**src/rtl/nt_pkg.sv**
```systemverilog
// Shared definitions for the Nt-node pipeline: the function select encoding,
// the single-lane gate-cone function and the output pipeline depth bound.
package nt_pkg;

    localparam int NT_DEPTH_MAX = 8;

    typedef enum logic [1:0] {
        NT_CONE   = 2'd0,
        NT_INV    = 2'd1,
        NT_BYPASS = 2'd2,
        NT_FREEZE = 2'd3
    } nt_mode_e;

    // NAND/NOR cone of the original Nt-node cell, one lane.
    function automatic logic nt_cone_f(
        input logic q1,
        input logic q2,
        input logic q3,
        input logic d
    );
        return ((q3 & ~q2) | q1 | d) & (~q1 | q2 | d);
    endfunction

endpackage

```
**src/rtl/nt_toggle_counter.sv**
```systemverilog
// One lane of output activity tracking: last observed value, a saturating
// toggle counter and a sticky saturation flag.
module nt_toggle_counter
    import nt_pkg::*;
#(
    parameter int CNT_W = 8
) (
    input  logic             clk,
    input  logic             rst,
    input  logic             cnt_clr,
    input  logic             valid,
    input  logic             q_bit,
    output logic [CNT_W-1:0] cnt,
    output logic             sat
);

    localparam logic [CNT_W-1:0] CNT_MAX = {CNT_W{1'b1}};

    logic             last_q_r;
    logic [CNT_W-1:0] cnt_r;
    logic             sat_r;
    logic             toggle_s;
    logic             at_max_s;

    // Toggle detect against the last valid output, and saturation point
    always_comb begin
        toggle_s = valid & (q_bit ^ last_q_r);
        at_max_s = (cnt_r == CNT_MAX);
    end

    // Counter state; a clear in the same cycle as a toggle drops the toggle
    always_ff @(posedge clk) begin
        if (rst) begin
            last_q_r <= 1'b0;
            cnt_r    <= {CNT_W{1'b0}};
            sat_r    <= 1'b0;
        end else begin
            if (valid) begin
                last_q_r <= q_bit;
            end else begin
                last_q_r <= last_q_r;
            end
            if (cnt_clr) begin
                cnt_r <= {CNT_W{1'b0}};
                sat_r <= 1'b0;
            end else if (toggle_s) begin
                if (at_max_s) begin
                    cnt_r <= cnt_r;
                    sat_r <= 1'b1;
                end else begin
                    cnt_r <= cnt_r + CNT_W'(1);
                    sat_r <= sat_r;
                end
            end else begin
                cnt_r <= cnt_r;
                sat_r <= sat_r;
            end
        end
    end

    assign cnt = cnt_r;
    assign sat = sat_r;

endmodule

```
**src/rtl/nt_node_pipe.sv**
```systemverilog
// Multi-lane Nt-node cone: registered operands, late-operand cone with mode
// select, configurable output pipeline and per-lane toggle counters.
module nt_node_pipe
    import nt_pkg::*;
#(
    parameter int WIDTH = 8,
    parameter int DEPTH = 0,
    parameter int CNT_W = 8
) (
    input  logic                   I1470_clk,
    input  logic                   I1477_rst,
    input  logic                   in_valid,
    input  logic [WIDTH-1:0]       a,
    input  logic [WIDTH-1:0]       b,
    input  logic [WIDTH-1:0]       c,
    input  logic [WIDTH-1:0]       d,
    input  logic [1:0]             mode,
    input  logic                   cnt_clr,
    output logic                   out_valid,
    output logic [WIDTH-1:0]       q,
    output logic [WIDTH*CNT_W-1:0] toggle_cnt,
    output logic [WIDTH-1:0]       cnt_sat
);

    localparam int PIPE_DEPTH = (DEPTH > NT_DEPTH_MAX) ? NT_DEPTH_MAX : DEPTH;

    logic [WIDTH-1:0] q1_r;
    logic [WIDTH-1:0] q2_r;
    logic [WIDTH-1:0] q3_r;
    logic             v1_r;
    logic [WIDTH-1:0] f_s;
    logic [WIDTH-1:0] r_nxt_s;
    logic             v_nxt_s;
    logic [WIDTH-1:0] r_r;
    logic             v2_r;
    nt_mode_e         mode_s;

    // Stage 1: capture the early operands and their valid
    always_ff @(posedge I1470_clk) begin
        if (I1477_rst) begin
            q1_r <= {WIDTH{1'b0}};
            q2_r <= {WIDTH{1'b0}};
            q3_r <= {WIDTH{1'b0}};
            v1_r <= 1'b0;
        end else begin
            q1_r <= a;
            q2_r <= b;
            q3_r <= c;
            v1_r <= in_valid;
        end
    end

    // Cone evaluation per lane against the unregistered late operand
    always_comb begin
        f_s = {WIDTH{1'b0}};
        for (int i = 0; i < WIDTH; i++) begin
            f_s[i] = nt_cone_f(q1_r[i], q2_r[i], q3_r[i], d[i]);
        end
    end

    // Stage-2 next value; freeze keeps r and kills the valid entering stage 2
    always_comb begin
        mode_s  = nt_mode_e'(mode);
        r_nxt_s = r_r;
        v_nxt_s = 1'b0;
        case (mode_s)
            NT_CONE: begin
                r_nxt_s = f_s;
                v_nxt_s = v1_r;
            end
            NT_INV: begin
                r_nxt_s = ~f_s;
                v_nxt_s = v1_r;
            end
            NT_BYPASS: begin
                r_nxt_s = q1_r;
                v_nxt_s = v1_r;
            end
            NT_FREEZE: begin
                r_nxt_s = r_r;
                v_nxt_s = 1'b0;
            end
            default: begin
                r_nxt_s = r_r;
                v_nxt_s = 1'b0;
            end
        endcase
    end

    // Stage 2: cone register
    always_ff @(posedge I1470_clk) begin
        if (I1477_rst) begin
            r_r  <= {WIDTH{1'b0}};
            v2_r <= 1'b0;
        end else begin
            r_r  <= r_nxt_s;
            v2_r <= v_nxt_s;
        end
    end

    generate
        if (PIPE_DEPTH == 0) begin : g_no_pipe
            // Outputs straight from the cone register
            always_comb begin
                out_valid = v2_r;
                q         = r_r;
            end
        end else begin : g_pipe
            logic [PIPE_DEPTH-1:0][WIDTH-1:0] pq_r;
            logic [PIPE_DEPTH-1:0]            pv_r;

            // Plain shift pipeline carrying {valid, r}
            always_ff @(posedge I1470_clk) begin
                if (I1477_rst) begin
                    pq_r <= {(PIPE_DEPTH*WIDTH){1'b0}};
                    pv_r <= {PIPE_DEPTH{1'b0}};
                end else begin
                    pq_r[0] <= r_r;
                    pv_r[0] <= v2_r;
                    for (int s = 1; s < PIPE_DEPTH; s++) begin
                        pq_r[s] <= pq_r[s-1];
                        pv_r[s] <= pv_r[s-1];
                    end
                end
            end

            // Outputs from the last pipeline stage
            always_comb begin
                out_valid = pv_r[PIPE_DEPTH-1];
                q         = pq_r[PIPE_DEPTH-1];
            end
        end
    endgenerate

    for (genvar i = 0; i < WIDTH; i++) begin : g_lane
        nt_toggle_counter #(
            .CNT_W (CNT_W)
        ) u_cnt (
            .clk     (I1470_clk),
            .rst     (I1477_rst),
            .cnt_clr (cnt_clr),
            .valid   (out_valid),
            .q_bit   (q[i]),
            .cnt     (toggle_cnt[i*CNT_W +: CNT_W]),
            .sat     (cnt_sat[i])
        );
    end

endmodule

```
**config.mk**
```make
export PLATFORM = sky130hd
export DESIGN_NAME = nt_node_pipe
export DESIGN_NICKNAME = d
export VERILOG_FILES = /design/src/rtl/nt_pkg.sv /design/src/rtl/nt_toggle_counter.sv /design/src/rtl/nt_node_pipe.sv
export SDC_FILE = /design/constraint.sdc
export NUM_CORES = 1
export LEC_CHECK = 0
export ABC_AREA = 0
export BUFFER_PORTS_ARGS = -buffer_cell sky130_fd_sc_hd__buf_4
export CAP_MARGIN = 5
export CORE_ASPECT_RATIO = 1.25
export CORE_MARGIN = 2
export CORE_UTILIZATION = 58
export CTS_CLUSTER_DIAMETER = 40
export DETAILED_ROUTE_END_ITERATION = 16
export GPL_TIMING_DRIVEN = 1
export PLACE_DENSITY = 0.81
export REMOVE_ABC_BUFFERS = 1
export SYNTH_ARGS = -nofsm -noshare
export SYNTH_HDL_FRONTEND = slang
export SYNTH_HIERARCHICAL = 1
export SYNTH_SLANG_ARGS = --single-unit
export TNS_END_PERCENT = 10
```
**constraint.sdc**
```tcl
create_clock -name I1470_clk -period 2.59 [get_ports I1470_clk]
set_input_delay 0.259 -clock I1470_clk [delete_from_list [all_inputs] [get_ports I1470_clk]]
set_output_delay 0.259 -clock I1470_clk [all_outputs]
set_load 0.005 [all_outputs]
```
### After elaboration in Yosys (flattened, before gate mapping)

Index checks and enable logic that the tools add are counted.

* bits of input ports: 38
* output and inout bits: 81
* word-level logic and storage cells: 159
* register bits: 114

* bitwise operators: 89
* reduce and logical (&&, ||, !) cells: 19
* equal/unequal tests: 11
* add/sub/neg operators: 8
* multiplexer cells: 2

Operator list (number)
* 8-bit by 1-bit adder with 8-bit output (second input constant): 8
* 8-bit == test (second input constant): 8
* 1-bit bitwise OR: 32
* 2-bit AND reduction: 16
* 1-bit AND: 24
* 1-bit inverter: 24
* 8-bit case mux with 3 select lines: 1
* 8-bit inverter: 1
* 1-bit XOR: 8
* 2-bit == test (second input constant): 2
* 3-bit OR reduction: 1
* 2-bit by 1-bit == test with 1-bit output (second input constant): 1
* 2-bit zero test: 1
* 1-bit case mux with 2 select lines: 1
* 2-bit OR reduction: 1

### Depth between registers and ports, before layout

Gate-level depths: netlist (run 1).

* word-level depth: 7
* mapped depth: 7
* depth with buffers taken out: 5

### Cells and area by module

The synthesis (run 1) kept the hierarchy.

Modules (own cells, without submodules)
* nt_toggle_counter: cells each 53, seq. area each 200.2 um^2, instances 8, area each 483.0 um^2
* nt_node_pipe: cells each 131, seq. area each 680.7 um^2, instances 1, area each 1333.8 um^2

### Worst setup path before layout (run 1)

OpenSTA, ideal clock, no wires.

* path type: flip-flop to flip-flop
* from: reg g_lane[0].u_cnt.cnt_r[0]
* to: reg g_lane[0].u_cnt.cnt_r[1]
* stages on the path, launching flop included: 6
* period minus slack after synthesis: 1.490 ns
* path buffers: 0
* slack: 1.100 ns
* data arrival time: 1.364 ns
* required time: 2.464 ns
* library setup time: 0.126 ns
* cells stage by stage: dfxtp_1 ha_1 nand4_1 o211ai_4 mux2i_1 nor2_1

* cells in the longest elaborated chain, start to end: 3
* elaborated cells between the ends (all ways): 4
* those cells by class: 1 x add/sub; 1 x eq/ne; 1 x bitwise; 1 x reduce/logical

Ends and longest elaborated chain
* start: declaration: RTL line nt_toggle_counter.sv:20 `logic [CNT_W-1:0] cnt_r;`
* start signal: assignment: RTL line nt_toggle_counter.sv:35 `cnt_r <= {CNT_W{1'b0}};`
* start signal: assignment: RTL line nt_toggle_counter.sv:44 `cnt_r <= {CNT_W{1'b0}};`
* start signal: assignment: RTL line nt_toggle_counter.sv:48 `cnt_r <= cnt_r;`
* branches (longest 3 deep; another with 8-bit by 1-bit adder with 8-bit output)

Parallel ways; which one is timed is not known.
A chain may end at the register's enable or synchronous reset.

### Worst setup path in the final report (run 1)

* from: reg g_lane[5].u_cnt.cnt_r[0]
* to: reg g_lane[5].u_cnt.cnt_r[1]

* cells in the longest elaborated chain, start to end: 3
* elaborated cells between the ends (all ways): 4
* those cells by class: 1 x add/sub; 1 x eq/ne; 1 x bitwise; 1 x reduce/logical

Ends and longest elaborated chain (RTL line)
* start: declaration: nt_toggle_counter.sv:20
* start signal: assignment: nt_toggle_counter.sv:35
* start signal: assignment: nt_toggle_counter.sv:44
* start signal: assignment: nt_toggle_counter.sv:48
* branches (longest 3 deep; another with 8-bit by 1-bit adder with 8-bit output)

Parallel ways; which one is timed is not known.

==> flow_metrics.py, run 1 <==
metrics = {
    "grt": {
        "busiest_layer": "met2",
        "overflow": 0,
        "antenna_found_initial": 0,
        "grt_max_degree": 52,
        "grtUsageTotal": 0.254,
        "met1_usage": 0.297,
        "grtUsageMet2": 0.440,
        "met3_usage": 0.0571,
        "first_global_vias": 4295,
        "grt_pass1_wl_um": 19300,
    },
    "power": {
        "leakagePower_nw": 2.77,
        "p_switching_w": 0.000959,
        "power.density_nw_per_um2": 622,
        "peakVddDrop_uv": 488,
        "seq_power_share": 0.421,
        "finalPower_w": 0.00434,
        "internal-power_w": 0.00338,
        "clock_power_share": 0.509,
        "combinationalPowerShare": 0.069,
        "swShare": 0.221,
    },
    "timing": {
        "rsz0062_at_grt": "no",
        "period_needed_ns": 1.71,
        "skew_ns": 0.00967,
        "slew_viol_final": 0,
        "timing.setup.tns_ns": 0,
        "slew_headroom": 0.577,
        "fmax_ghz": 0.584,
        "setup_slack_ns": 0.878,
        "worstMarginPinSlew_ns": 0.633,
        "min_period_over_period": 0.661,
        "final-setup-viol-count": 0,
        "hold_viol": 0,
    },
    "logic_synthesis": {
        "ys_seq_elements": 114,
        "ys.flop_type": "dfxtp_1",
        "postSynthCellCount": 555,
        "netlist_top_cells_area": "dfxtp_1 (44%), mux2i_1 (4.6%), nor2_1 (4.0%)",
        "synth_warnings": 6,
        "synth.distinct_cells": 31,
        "synthesis.area_um2": 5200,
        "synth_commonest_cells": "dfxtp_1 (114), nor2_1 (56), nand4_1 (32), nor2b_1 (26)",
        "synth_seq_area_share": 0.439,
        "ys_async_sr_fraction": 0,
        "yosysMostFrequentCell": "dfxtp_1",
        "synth-edff-count": 0,
        "synth_area_per_cell_um2": 9.36,
        "synth_top_area_share": 0.439,
        "yosysTopAreaCell": "dfxtp_1",
    },
    "layout": {
        "seqCellArea_um2": 2280,
        "finalNetCount": 743,
        "fin_util": 0.802,
        "multiInputGateArea_um2": 2770,
        "antenna_cells": 0,
        "fillers": 562,
        "area_delta_synth_final_pct": 34.3,
        "final_cells": 827,
        "drive_gt1_frac": 0.259,
    },
    "clocking": {
        "cts_resized": 0,
        "cts.path.max_buffers": 2,
        "cts-root-buf": "clkbuf_8",
        "htree_levels": 4,
        "numCtsBuffers": 17,
        "cts.hold.buffers_added": 25,
        "cts_sinks": 114,
        "clk_pin_slew_worst_paths_ns": 0.05,
        "cts_tree": "done",
        "cts_setup_buffers": 0,
        "insertion_delay_ns": 0.51,
    },
    "drt": {
        "drt_iter0_drc": 263,
        "dr.pass1.iters": 4,
        "vias": 4699,
        "drc": 0,
        "wl_um": 12200,
        "vias_per_cell": 5.68,
        "wire_per_inst_um": 14.8,
        "postRouteAntennaNets": 0,
    },
    "setup_path": {
        "cp_data_arrival_time_ns": 2.10,
        "crit_path_end": "g_lane[5].u_cnt/cnt[1]$_SDFFE_PP0P_",
        "crit_start": "g_lane[5].u_cnt/cnt[0]$_SDFFE_PP0P_",
        "critPathSlowestCell": "dfxtp_1",
        "worstReg2RegEnd": "g_lane[5].u_cnt/cnt[1]$_SDFFE_PP0P_",
        "path_buf_inv": 0,
        "critPathCaptureType": "flop",
        "reg2reg_depth": 5,
        "required_ns": 2.98,
        "path_cells": "ha_1, nand4_1, o211ai_4, mux2i_1, nor2_1",
        "critPathMaxStageDelay_ns": 0.45,
        "path_delay_family": "flip-flops",
        "reg2reg_from": "g_lane[5].u_cnt/cnt[0]$_SDFFE_PP0P_",
        "criticalPathCategory": "flop to flop",
        "crit_fanout": 6,
        "startpoint_type": "flop",
        "r2r_setup_slack_ns": 0.88,
        "path_depth": 5,
    },
    "floorplan": {
        "start_util": 0.597,
        "die_w_um": 88.7,
        "io_pins": 119,
        "num_rows": 38,
        "die-area_um2": 9740,
        "core_um2": 8700,
        "chipHeight_um": 110,
    },
    "placed_design": {
        "numPortBuffers": 118,
        "routabilityCongestion": 0.844,
        "dp_hpwl_um": 8050,
        "place_inst": 770,
        "dp_slack_ns": 0.935,
    },
    "run_status": {
        "status": "finished clean",
    },
    "min_path": {
        "worstHoldPathType": "input port to flop",
    },
    "flow_run": {
        "maxCapViolCount": 0,
    },
}
==> layout by cell type, fill, tap and decap left out, types with 10 or more instances in the layout <==
cell type	n
nand2_1	24
a21oi_1	24
xor2_1	16
nand3_1	24
nor2_1	56
or3_1	16
dlygate4sd3_1	25
nand4_1	32
o21ai_0	24
nor2b_1	26
inv_1	10
buf_4	119
clkbuf_16	16
mux2i_1	24
a31oi_1	16
nor3b_1	17
dfxtp_1	113
ha_1	11
==> registers in the layout (all words and copies together) (netlist names) <==
register / cells
g_lane.u_cnt/cnt: 64
g_lane.u_cnt/last_q_r: 8
g_lane.u_cnt/sat: 8
q1_r: 8
q2_r: 8
q3_r: 8
q: 8
out_valid: 1
v1_r: 1
==> cells by family (layout without fill, tap and decap cells) <==
logic type,Yosys count,after routing,synth area share
DFF,114,114,0.439
AOI/OAI and AO/OA,112,112,0.164
adders and majority gates,11,11,0.0265
and+or+nand+nor,235,235,0.245
buffers and inverters,35,187,0.0277
xor gates and xnor gates,24,24,0.0520
muxes,24,24,0.0462
==> power groups by stage <==
stage	Sequential, W	Clock [W]	Combinational [W]
6_report	0.00183	0.00221	0.000301
5_1_grt	0.00183	0.00232	0.000327
4_1_cts	0.00183	0.00223	0.000299
3_5_place_dp	0.00186	0	0.000268
3_3_place_gp	0.00186	0	0.000261
2_1_floorplan	0.00187	0	0.000145
==> worst min-delay path by stage <==
stage	startpoint	to	cells after the start	slack, ns
floorplan	I1477_rst	q1_r[0]$_SDFF_PP0_	1	0.33
global placement	v1_r$_SDFF_PP0_	out_valid$_SDFF_PP0_	1	0.45
detailed placement	v1_r$_SDFF_PP0_	out_valid$_SDFF_PP0_	1	0.45
CTS	d[7]	q[7]$_SDFFE_PP0N_	4	0.16
global route	d[7]	q[7]$_SDFFE_PP0N_	4	0.18
finish	d[1]	q[1]$_SDFFE_PP0N_	4	0.19
==> per-stage QoR <==
stage,hold WS (ns),cell area [um2]
4_1_cts,0.163,6980
3_3_place_gp,0.447,6160
2_1_floorplan,0.331,5090
5_1_grt,0.179,6980
3_5_place_dp,0.446,6160
6_report,0.189,6980
==> cell type report <==
| type | instances | share of cell area |
|---|---|---|
| multi-input cells | 406 | 0.397 |
| flip-flops and latches | 114 | 0.327 |
| repair buffers | 145 | 0.167 |
| clock buffers | 23 | 0.0669 |
| well taps | 120 | 0.0215 |
| clock inverters | 9 | 0.0151 |
| inverters | 10 | 0.00538 |
==> worst min-delay path, cell delays in order <==
cell and delay [ns]:
buf_4 0.08, a21oi_1 0.04, a31oi_1 0.19, o21ai_2 0.07
==> routing by layer <==
metal  vias to the layer above  share of wire  wire length, um
li1                       2295              -                -
met1                      2257           0.42             5070
met2                       135           0.52             6400
met3                        12          0.049              595
met4                         0          0.012              146
met5                         -              0                0
Power figures use the tool's default switching activity.
==> inputs of run 2 (changes only) <==
--- a/config.mk
+++ b/config.mk
@@ -10,11 +10,11 @@
 export CAP_MARGIN = 5
 export CORE_ASPECT_RATIO = 1.25
 export CORE_MARGIN = 2
-export CORE_UTILIZATION = 58
+export CORE_UTILIZATION = 49
 export CTS_CLUSTER_DIAMETER = 40
 export DETAILED_ROUTE_END_ITERATION = 16
 export GPL_TIMING_DRIVEN = 1
-export PLACE_DENSITY = 0.81
+export PLACE_DENSITY = 0.72
 export REMOVE_ABC_BUFFERS = 1
 export SYNTH_ARGS = -nofsm -noshare
 export SYNTH_HDL_FRONTEND = slang
==> constraint.sdc (replaced) <==
create_clock -name I1470_clk -period 1.4 [get_ports I1470_clk]
set_input_delay 0.14 -clock I1470_clk [delete_from_list [all_inputs] [get_ports I1470_clk]]
set_output_delay 0.14 -clock I1470_clk [all_outputs]
set_load 0.005 [all_outputs]
==> run 2 against run 1 <==
  * The flow now finishes with violations (negative setup slack)
  * Clock skew fell by 0.0036 ns
  * Register-to-register slack lost 0.89 ns
  * Power increased by 85%
  * Setup slack lost 0.89 ns
  * Cell area increased by 10%
  * Critical path depth is 1 higher
  * Worst hold slack lost 0.16 ns
  * Cell count increased by 11%
==> flow_metrics.py, run 2 (same netlist as run 1, synthesis figures left out) <==
metrics = {
    "min_path": {
        "hold_depth": 2,
        "worstHoldPathType": "input port to flop",
    },
    "clocking": {
        "insertion_delay_ns": 0.41,
        "numCtsBuffers": 17,
        "cts_sinks": 114,
        "cts.path.max_buffers": 2,
        "cts_tree": "done",
        "htree_levels": 4,
        "clk_pin_slew_worst_paths_ns": 0.05,
        "cts-root-buf": "clkbuf_16",
    },
    "layout": {
        "drive_gt1_frac": 0.373,
        "most-common-layout-cells": "buf_4 (194), dfxtp_1 (98), nor2_1 (56), nand4_1 (32), nor2b_1 (26)",
        "finalNetCount": 818,
        "antenna_cells": 0,
        "fillers": 715,
        "largest_reg_flops": 64,
        "area_delta_synth_final_pct": 48.1,
        "final_cells": 914,
        "final_common_cell": "buf_4",
    },
    "floorplan": {
        "die-area_um2": 11500,
        "start_util": 0.497,
        "core_um2": 10500,
        "chipHeight_um": 119,
        "io_pins": 119,
        "num_rows": 42,
        "die_w_um": 96.1,
    },
    "setup_path": {
        "reg2reg_depth": 6,
        "criticalPathCategory": "flop to flop",
        "cp_data_arrival_time_ns": 1.70,
        "required_ns": 1.70,
        "startpoint_type": "flop",
        "crit_fanout": 5,
        "critPathCaptureType": "flop",
    },
    "power": {
        "leakagePower_nw": 3.12,
        "peakVddDrop_uv": 817,
        "power.density_nw_per_um2": 1040,
    },
    "drt": {
        "dr.pass1.iters": 4,
        "drc": 0,
        "postRouteAntennaNets": 0,
        "wl_um": 13200,
        "vias": 4942,
        "wire_per_inst_um": 14.4,
        "vias_per_cell": 5.41,
        "drt_iter0_drc": 189,
    },
    "run_status": {
        "status": "finished with violations",
        "violations": "negative setup slack",
    },
    "grt": {
        "grt_pass1_wl_um": 20900,
        "overflow": 0,
        "first_global_vias": 4688,
        "grtUsageTotal": 0.229,
        "antenna_found_initial": 0,
        "grt_max_degree": 32,
    },
    "timing": {
        "worstMarginPinSlew_ns": 0.653,
        "slew_headroom": 0.564,
        "final-setup-viol-count": 1,
        "min_period_over_period": 1.01,
        "rsz0062_at_grt": "yes",
        "slew_viol_final": 0,
        "skew_ns": 0.00603,
        "fmax_ghz": 0.710,
        "period_needed_ns": 1.41,
        "hold_viol": 0,
        "setup_slack_ns": -0.00783,
        "timing.setup.tns_ns": -0.00783,
        "hold_ws_ns": 0.0262,
    },
    "placed_design": {
        "numPortBuffers": 118,
        "place_inst": 853,
        "routabilityCongestion": 0.855,
        "dp_hpwl_um": 8940,
        "dp_slack_ns": -0.0630,
    },
    "flow_run": {
        "maxCapViolCount": 0,
    },
}
==> run 2: changes by cell type in the layout (fill, tap and decap cells not counted), sizes merged <==
cell | before | now
clkinvlp | 4 | 5
bufinv | 2 | 1
clkinv | 3 | 7
buf | 120 | 196
dlygate4sd3 | 25 | 24
clkbuf | 23 | 19
==> run 2: repair_timing <==
item	in CTS	in global routing
setup endpoints to repair	18	53
hold buffers	24	0
endpoints found under the hold margin	24	0
setup buffers	1	4
resized for setup	1	39
pin swaps	10	32
==> run 2: metal layers <==
| metal | vias to the layer above | routed length, um | global-route usage |
|---|---|---|---|
| met1 | 2338 | 5450 | 0.266 |
| li1 | 2442 | - | - |
| met2 | 141 | 6870 | 0.401 |
| met5 | - | 0 | 0 |
| met4 | 0 | 182 | 0.0741 |
| met3 | 21 | 650 | 0.0626 |
==> run 2: critical path, stage by stage, from the launching register on <==
cell and delay (ns):
dfxtp_1 0.34, ha_2 0.19, nand4_1 0.17, buf_4 0.21, o2111ai_2 0.19, xor2_1 0.16
nor2_1 0.05
==> run 2: layout make-up <==
| class | count | area [um2] | area share |
|---|---|---|---|
| inverters | 10 | 37.5 | 0.00487 |
| well taps | 132 | 165 | 0.0214 |
| flip-flops and latches | 114 | 2300 | 0.299 |
| clock inverters | 13 | 114 | 0.0148 |
| multi-input cells | 406 | 2900 | 0.377 |
| repair buffers | 220 | 1740 | 0.226 |
| clock buffers | 19 | 443 | 0.0575 |
==> run 2: worst paths after layout <==
check                                        end  slack (ns)                                start
min                           q3_r[4]$_SDFF_PP0_        0.03                                 c[4]
min reg2reg                 out_valid$_SDFF_PP0_        0.45                      v1_r$_SDFF_PP0_
max reg2reg  g_lane[2].u_cnt/cnt[2]$_SDFFE_PP0P_      -0.008  g_lane[2].u_cnt/cnt[1]$_SDFFE_PP0P_
max          g_lane[2].u_cnt/cnt[2]$_SDFFE_PP0P_      -0.008  g_lane[2].u_cnt/cnt[1]$_SDFFE_PP0P_
==> run 2: per-stage QoR <==
| step | total power, W | utilization | area [um2] |
|---|---|---|---|
| after floorplan | 0.00372 | - | 5090 |
| after global placement | 0.00403 | 0.642 | 6720 |
| after detailed placement | 0.00404 | 0.642 | 6720 |
| after CTS | 0.00809 | 0.719 | 7520 |
| after global routing | 0.00830 | 0.736 | 7700 |
| final | 0.00802 | 0.736 | 7700 |
==> run 2: report_power, final <==
part           internal, W  switching, W  total [W]  leakage (nW)
logic             0.000358      0.000320   0.000678          1.92
clock network      0.00247       0.00150    0.00397         0.261
registers          0.00332     0.0000469    0.00336         0.935
total              0.00615       0.00187    0.00802          3.12
==> inputs of run 3 (changes only) <==
--- a/config.mk
+++ b/config.mk
@@ -5,16 +5,17 @@
 export SDC_FILE = /design/constraint.sdc
 export NUM_CORES = 1
 export LEC_CHECK = 0
-export ABC_AREA = 0
+export ABC_AREA = 1
 export BUFFER_PORTS_ARGS = -buffer_cell sky130_fd_sc_hd__buf_4
 export CAP_MARGIN = 5
 export CORE_ASPECT_RATIO = 1.25
 export CORE_MARGIN = 2
-export CORE_UTILIZATION = 49
+export CORE_UTILIZATION = 52
+export CTS_BUF_LIST = sky130_fd_sc_hd__clkbuf_8
 export CTS_CLUSTER_DIAMETER = 40
 export DETAILED_ROUTE_END_ITERATION = 16
 export GPL_TIMING_DRIVEN = 1
-export PLACE_DENSITY = 0.72
+export PLACE_DENSITY = 0.75
 export REMOVE_ABC_BUFFERS = 1
 export SYNTH_ARGS = -nofsm -noshare
 export SYNTH_HDL_FRONTEND = slang
==> run 3 against run 2 <==
  * The run now ends clean
  * Synthesized cell count increased by 48%
  * Cell count increased by 25%
  * Global-route usage decreased by 1.1 points
  * Clock skew increased by 0.0042 ns
  * Sequential cell count unchanged
  * Power decreased by 13%
  * Die area increased by 6.2%
  * Sequential share of layout area decreased by 0.17 points
  * Count of clock-buffer cells in the layout decreased by 2
  * Clock power decreased by 24%
  * Setup slack improved by 0.12 ns
  * Maximum frequency increased by 9.2%
  * Largest cell class unchanged
  * Largest power group is now sequential cells
  * Highest routed layer unchanged
==> flow_metrics.py, run 3 <==
metrics = {
    "min_path": {
        "worstHoldPathType": "input port to flop",
    },
    "logic_synthesis": {
        "ys.flop_type": "dfxtp_1",
        "synth_area_per_cell_um2": 7.16,
        "postSynthCellCount": 820,
        "synth_commonest_cells": "nor2_1 (177), nand2_1 (176), dfxtp_1 (114), inv_1 (91), nand3_1 (64)",
        "synth_top_area_share": 0.389,
        "yosysMostFrequentCell": "nor2_1",
        "synthesis.area_um2": 5870,
        "ys_async_sr_fraction": 0,
        "synth-edff-count": 0,
        "synth_warnings": 6,
        "ys_seq_elements": 114,
        "netlist_top_cells_area": "dfxtp_1 (39%), nor2_1 (11%), nand2_1 (11%)",
        "synth.distinct_cells": 26,
        "yosysTopAreaCell": "dfxtp_1",
        "synth_seq_area_share": 0.389,
    },
    "flow_run": {
        "maxCapViolCount": 0,
    },
    "placed_design": {
        "dp_hpwl_um": 9000,
        "numPortBuffers": 118,
        "dp_slack_ns": 0.127,
        "routabilityCongestion": 0.865,
    },
    "timing": {
        "fmax_ghz": 0.776,
        "timing.setup.tns_ns": 0,
        "final-setup-viol-count": 0,
        "slew_viol_final": 0,
        "skew_ns": 0.0103,
        "slew_headroom": 0.635,
        "rsz0062_at_grt": "no",
        "setup_slack_ns": 0.111,
        "hold_viol": 0,
        "min_period_over_period": 0.921,
        "period_needed_ns": 1.29,
        "hold_ws_ns": 0.0789,
        "worstMarginPinSlew_ns": 0.545,
    },
    "grt": {
        "antenna_found_initial": 0,
        "first_global_vias": 4891,
        "grtUsageTotal": 0.218,
        "overflow": 0,
        "grt_pass1_wl_um": 21500,
        "grt_max_degree": 25,
    },
    "clocking": {
        "cts-root-buf": "clkbuf_8",
        "cts_sinks": 114,
        "cts_tree": "done",
        "htree_levels": 4,
        "clk_pin_slew_worst_paths_ns": 0.07,
        "insertion_delay_ns": 0.42,
        "numCtsBuffers": 17,
        "cts.path.max_buffers": 2,
    },
    "floorplan": {
        "num_rows": 43,
        "die-area_um2": 12200,
        "chipHeight_um": 123,
        "die_w_um": 99.1,
        "io_pins": 119,
        "start_util": 0.533,
        "core_um2": 11000,
    },
    "power": {
        "leakagePower_nw": 3.74,
        "power.density_nw_per_um2": 908,
        "peakVddDrop_uv": 673,
    },
    "drt": {
        "postRouteAntennaNets": 0,
        "wl_um": 12800,
        "drc": 0,
        "vias_per_cell": 4.75,
        "wire_per_inst_um": 11.2,
        "vias": 5431,
        "drt_iter0_drc": 175,
        "dr.pass1.iters": 4,
    },
    "layout": {
        "antenna_cells": 0,
        "most-common-layout-cells": "nor2_1 (177), nand2_1 (176), buf_4 (137), dfxtp_1 (112), inv_1 (94)",
        "final_common_cell": "nor2_1",
        "largest_reg_flops": 64,
        "drive_gt1_frac": 0.268,
        "finalNetCount": 1044,
        "fin_util": 0.697,
        "area_delta_synth_final_pct": 30.9,
    },
    "setup_path": {
        "critPathMaxStageDelay_ns": 0.38,
        "critPathSlowestCell": "dfxtp_1",
        "crit_fanout": 4,
        "required_ns": 1.71,
        "criticalPathCategory": "flop to flop",
        "critPathCaptureType": "flop",
        "cp_data_arrival_time_ns": 1.60,
        "path_cells": "ha_1, inv_1, nor3_1, nand3b_1, nand2_1, nor2_1",
        "startpoint_type": "flop",
    },
    "run_status": {
        "status": "finished clean",
    },
}
[run 3: cell count changes after synthesis, moves of 18 or more]
cell	change
nand4_1	-32
inv_1	+81
nor2_4	+18
nand3_1	+40
nor2_1	+121
nand2_2	+32
nand2_1	+152
nor2b_1	-26
[run 3: where the power goes]
part,internal [W],total (W),switching [W]
registers,0.00331,0.00337,0.0000604
clock network,0.00171,0.00301,0.00129
logic,0.000280,0.000599,0.000319
total,0.00531,0.00698,0.00167
[run 3: worst paths after layout]
| kind | endpoint | start | slack (ns) | cells past startpoint |
|---|---|---|---|---|
| setup / recovery | g_lane[0].u_cnt/cnt[6]$_SDFFE_PP0P_ | g_lane[0].u_cnt/cnt[1]$_SDFFE_PP0P_ | 0.11 | 6 |
| hold reg to reg | out_valid$_SDFF_PP0_ | v1_r$_SDFF_PP0_ | 0.46 | 1 |
| hold / removal | q[7]$_SDFFE_PP0N_ | d[7] | 0.08 | 6 |
| setup reg to reg | g_lane[0].u_cnt/cnt[6]$_SDFFE_PP0P_ | g_lane[0].u_cnt/cnt[1]$_SDFFE_PP0P_ | 0.11 | 6 |
[run 3: repair_timing]
item                                    in CTS  in global routing
hold endpoints to repair                    25                  0
gates resized for setup                      0                  3
hold buffers                                25                  0
endpoints found under the setup margin       0                  4
setup buffers                                0                  0
[run 3: kinds of logic (layout without fill, tap and decap cells)]
| kind of cell | after synthesis | in the layout | synth area share |
|---|---|---|---|
| and+or+nand+nor | 524 | 524 | 0.447 |
| DFF | 114 | 114 | 0.389 |
| buffers and inverters | 107 | 295 | 0.0720 |
| AOI/OAI and AO/OA | 48 | 48 | 0.0432 |
| adders and majority gates | 11 | 11 | 0.0234 |
| xor gates and xnor gates | 8 | 8 | 0.0119 |
| muxes | 8 | 8 | 0.0136 |
[run 3: worst max-delay path: cells and delay by family, from the launching register on]
family / cells / cell delay, ns
flops: 1 / 0.38
simple gates: 4 / 0.53
fa+ha+maj: 1 / 0.20
buf+inv: 1 / 0.09
[run 3: stage by stage]
step	std cells	power, W	cell area [um2]
floorplan	813	0.00374	5830
global placement	1086	0.00398	7040
detailed placement	1086	0.00399	7040
CTS	1143	0.00706	7680
finish	1143	0.00698	7690
global route	1143	0.00731	7690
[run 3: layout make-up]
type | instances | area (um2)
Multi-Input combinational cell | 599 | 3170
Inverter | 100 | 375
Clock inverter | 15 | 151
Timing Repair Buffer | 163 | 1300
Sequential cell | 114 | 2280
Fill cell | 937 | 3340
Tap cell | 135 | 169
Clock buffer | 17 | 234
[run 3: routing by layer]
metal  global-route usage  vias to the layer above  part of all wire  wire [um]
met3               0.0587                       14             0.043        547
met4               0.0685                        0             0.012        155
met5                    0                        -                 0          0
met2                0.386                      103              0.50       6400
li1                     -                     2905                 -          -
met1                0.257                     2409              0.44       5680
